$ cat config.mk
export PLATFORM = sky130hd
export DESIGN_NAME = mux_3_to_1_32
export DESIGN_NICKNAME = d
export VERILOG_FILES = /design/src/rtl/pipeline_pkg.sv /design/src/rtl/mux_sel_reg.sv /design/src/rtl/mux_3_to_1_32.sv
export SDC_FILE = /design/constraint.sdc
export NUM_CORES = 1
export LEC_CHECK = 0
export CAP_MARGIN = 20
export CORE_ASPECT_RATIO = 2
export CORE_MARGIN = 8
export CORE_UTILIZATION = 25
export CTS_CLUSTER_DIAMETER = 30
export DETAILED_ROUTE_END_ITERATION = 10
export HOLD_SLACK_MARGIN = 0.08
export MAX_ROUTING_LAYER = met4
export PLACE_DENSITY = 0.88
export SLEW_MARGIN = 10
export SYNTH_ARGS = -nofsm -noshare
export SYNTH_HDL_FRONTEND = slang
export SYNTH_SLANG_ARGS = --single-unit
$ cat constraint.sdc
create_clock -name clock -period 1.7 [get_ports clock]
set_input_delay 0.51 -clock clock [delete_from_list [all_inputs] [get_ports clock]]
set_output_delay 0.51 -clock clock [all_outputs]
set_load 0.02 [all_outputs]
$ cat src/rtl/pipeline_pkg.sv
// Shared ID-stage forwarding encodings.
// The operand mux and the forwarding unit both use these select codes.
package pipeline_pkg;

  // 2-bit forwarding select as driven by the forwarding unit.
  typedef logic [1:0] fwd_sel_t;

  localparam fwd_sel_t FWD_NONE    = 2'b00;  // register-file read data
  localparam fwd_sel_t FWD_WB      = 2'b01;  // write-back stage value
  localparam fwd_sel_t FWD_MEM     = 2'b10;  // MEM stage value
  localparam fwd_sel_t FWD_ILLEGAL = 2'b11;  // never produced by a correct unit

  // Maps the illegal-select fallback index onto a legal select code.
  // An out-of-range index falls back to the register-file operand.
  function automatic fwd_sel_t fallback_sel(input int idx);
    fwd_sel_t sel;
    case (idx)
      1:       sel = FWD_WB;
      2:       sel = FWD_MEM;
      default: sel = FWD_NONE;
    endcase
    return sel;
  endfunction

endpackage

$ cat src/rtl/mux_sel_reg.sv
// Registered side-path of the forwarding mux: a one-cycle copy of the
// selected operand and a sticky flag recording any illegal select.
module mux_sel_reg
  import pipeline_pkg::*;
#(
  parameter int WIDTH = 32
) (
  input  logic             clock,
  input  logic             reset_n,
  input  logic [WIDTH-1:0] i_data,
  input  logic             i_illegal,
  input  logic             i_clear,
  output logic [WIDTH-1:0] o_data_reg,
  output logic             o_sticky
);

  logic [WIDTH-1:0] r_data;
  logic             r_sticky;

  // Capture the selected operand every rising edge.
  // NOTE: non-blocking assignment keeps every flop sampling pre-edge values;
  // both flops also reset asynchronously so debug state is known before the first clock.
  always_ff @(posedge clock or negedge reset_n) begin
    if (!reset_n) begin
      r_data <= '0;
    end else begin
      r_data <= i_data;
    end
  end

  // Sticky illegal flag: a set in the same cycle as a clear wins.
  always_ff @(posedge clock or negedge reset_n) begin
    if (!reset_n) begin
      r_sticky <= 1'b0;
    end else if (i_illegal) begin
      r_sticky <= 1'b1;
    end else if (i_clear) begin
      r_sticky <= 1'b0;
    end
  end

  assign o_data_reg = r_data;
  assign o_sticky   = r_sticky;

endmodule

$ cat src/rtl/mux_3_to_1_32.sv
// ID-stage operand forwarding mux ahead of the branch equality compare.
// The selected value is combinational so the branch resolves this cycle;
// a registered copy and a sticky illegal-select flag sit on a side path.
module mux_3_to_1_32
  import pipeline_pkg::*;
#(
  parameter int WIDTH               = 32,
  parameter int ILLEGAL_SEL_DEFAULT = 0
) (
  input  logic             clock,
  input  logic             reset_n,
  input  logic [WIDTH-1:0] Input_0,
  input  logic [WIDTH-1:0] Input_1,
  input  logic [WIDTH-1:0] Input_2,
  input  logic [1:0]       Control,
  input  logic             Clear_illegal,
  output logic [WIDTH-1:0] Output,
  output logic [WIDTH-1:0] Output_reg,
  output logic             Illegal,
  output logic             Illegal_sticky
);

  localparam fwd_sel_t FALLBACK_SEL = fallback_sel(ILLEGAL_SEL_DEFAULT);

  fwd_sel_t         w_ctrl;
  logic [WIDTH-1:0] w_fallback;
  logic [WIDTH-1:0] w_sel_data;
  logic             w_illegal;

  assign w_ctrl = fwd_sel_t'(Control);

  // Operand routed when the select is 11 (or unknown in synthesis).
  always_comb begin
    w_fallback = Input_0;
    case (FALLBACK_SEL)
      FWD_WB:  w_fallback = Input_1;
      FWD_MEM: w_fallback = Input_2;
      default: w_fallback = Input_0;
    endcase
  end

  // Zero-latency forwarding select.
  // NOTE: the default assignment before the case guarantees no latch is inferred.
  always_comb begin
    w_sel_data = w_fallback;
    case (w_ctrl)
      FWD_NONE: w_sel_data = Input_0;
      FWD_WB:   w_sel_data = Input_1;
      FWD_MEM:  w_sel_data = Input_2;
      default:  w_sel_data = w_fallback;
    endcase
  end

  assign w_illegal = (w_ctrl == FWD_ILLEGAL);

  assign Output  = w_sel_data;
  assign Illegal = w_illegal;

  mux_sel_reg #(
    .WIDTH (WIDTH)
  ) u_sel_reg (
    .clock      (clock),
    .reset_n    (reset_n),
    .i_data     (w_sel_data),
    .i_illegal  (w_illegal),
    .i_clear    (Clear_illegal),
    .o_data_reg (Output_reg),
    .o_sticky   (Illegal_sticky)
  );

endmodule

==> reports/results.tsv <==
metric	value	unit
core footprint	0.005906	mm^2
ANT cells	0	
CP arrival	1660	ps
FF/Latch Area	825.8	um^2
GR peak layer	met2	
CTS tree	done	
setup slack, reg-to-reg	1050	ps
leak pwr	0.002079	uW
Worst path slowest cell	ha_4	
Tcrit/Tclk final	127.7	%
maximum fanout along the worst path	5	
vias in the first global route	2591	
reg2reg path depth	1	
Layout area overhead	215.5	%
vias	2197	
most frequent cells in the layout	97 x clkdlybuf4s50_1, 47 x buf_4, 39 x buf_6	
# setup viols final	33	
Worst-Margin Slew	458.1	ps
first-pass GRT wire length	14150	um
P per Cell Area	730.7	mW/mm^2
#FFs+latches synth	33	
RSZ-0062 raised after global routing	yes	
die area	0.008855	mm^2
dpl cells	401	
Port Buffers	166	
WL final	9223	um
placed cell areas	0.004039	mm^2
crit path cell chain	buf_8 -> ha_4 -> buf_6 -> buf_12 -> buf_16 -> buf_6 -> o21ai_4 -> buf_6	
CP startpoint kind	input pin	
CP required	1190	ps
root buffer cell	clkbuf_16	
FF-to-FF Start	u_sel_reg.o_sticky	
Gate Count Post-Synth	149	
Crit Path Class	in2out	
share of cells above drive strength 1	49.61	%
CTS H-tree depth	2	
Die Span Y	125.3	um
Post-DP HPWL	6577	um
Starting DRT DRC Count	79	
clock skew	0	ps
# fillers	329	
max-slew violation count	0	
pin count of the biggest net entering global routing	21	
FMAX	460.5	MHz
final net count	484	
RD Place Congestion	0.8698	
commonest non-fill, non-tap cell in the layout	clkdlybuf4s50_1	
clock latency on the worst-skew pair	280	ps
total gr overflow	0	
Largest register FFs	32	
antenna violations before repair	0	
failing checks	setup timing	
Detail Route Antenna Nets	0	
Inserted Clock Buffers	5	
WL/cell	20.77	um
Via density	4.948	
synthesized cell area	0.001494	mm^2
Min-Delay Path Class	in2async	
footprint of the multi-input gates	0.001159	mm^2
Initial Util	25.30	%
Die X-Extent	70.66	um
reg2reg end	u_sel_reg.o_sticky	
endpoint type of the worst setup path	output pin	
final worst slack	-471.6	ps
clk sinks	33	
Ports	167	
GRT met2 Usage	34.16	%
GRT met3 Usage	8.487	%
Crit path top cell by count	buf_6	
# DRC	0	
maxcap violations	0	
Critical Path Max Stage Delay	260	ps
YS warnings	0	
Distinct cells, synth	11	
Non-Filler Instances	444	
Max clock buf depth	2	
Core Util, Final	79.81	%
Max VDD drop	0.0006055	V
Synth Area per Inst	10.03	um^2
Finished Cell Area	0.004713	mm^2
Rel. slew slack	69.46	%
outcome	complete, but fails checks	
Total GRT Usage	21.09	%
drt first pass iters	4	
row cnt	40	
post-synthesis sequential area ratio	55.28	%
final hold violations	0	
CTS clk-pin slew, worst paths	50	ps
met1 usage	23.57	%
post-route minimum period	2172	ps
syn_nets	253	
worst max-delay path: cells and delay by family:
kind | cells | cell delay, ps
adder cells (fa/ha/maj) | 1 | 260
AO/OA/AOI/OAI | 1 | 140
buffers and inverters | 6 | 750
power breakdown:
part           internal, uW  switching, uW  total [uW]
Clock                   537            320         857
Sequential              872           26.0         898
Combinational           914            775        1690
metal layers:
layer  wire (um)  up-vias
li1            -      995
met1        3707     1024
met2        4326      166
met3        1027       12
met4         161        0
met5           0        -
through the flow:
stage	setup WS [ps]	TNS, ps	total power, uW	hold WS (ps)
final	-471.6	-11780	3444	181.2
after floorplan	-40.89	-1196	1571	214.4
after global placement	-1311	-52990	2328	467.4
after detailed placement	-1343	-54370	2362	481.6
after global routing	-495.7	-12700	3590	226.5
after CTS	-485.6	-12420	3391	192.3
layout make-up:
cell class	count	area share, %
Inverter	3	0.3982
Multi-Input combinational cell	100	24.58
Sequential cell	33	17.52
Timing Repair Buffer	237	52.88
Tap cell	63	1.672
Clock buffer	6	2.734
Clock inverter	2	0.2124
synthesized netlist by cell type, drive strengths merged:
cell	number	area (um^2)
o21ai	32	160.1
a22oi	32	240.2
nand2	32	120.1
buf	13	91.33
a21o	1	7.510
inv	3	11.26
dfrtp	33	825.8
ha	3	37.54
worst max-delay path by stage:
stage                     from    endpoint  slack, ps  cells after the start
global placement    Control[0]  Output[25]      -1310                      7
CTS                 Control[0]   Output[2]       -490                      9
detailed placement  Control[0]   Output[9]      -1340                      7
finish              Control[1]   Output[2]       -470                      8
global route        Control[1]   Output[2]       -500                      8
floorplan           Control[0]  Output[26]        -40                      6
repair_timing:
| action | CTS | global route |
|---|---|---|
| endpoints found under the setup margin | 88 | 32 |
| pin swaps | 32 | 28 |
| resized for setup | 254 | 24 |
| hold buffers | 0 | 0 |
| cloned | 6 | 0 |
| buffers inserted | 22 | 7 |
cell families after synthesis:
logic type | synth area share, %
AOI/OAI and AO/OA | 27.30
DFF | 55.28
and+or+nand+nor | 8.041
buffers and inverters | 6.867
adders and majority gates | 2.513
Power figures use the tool's default switching activity.
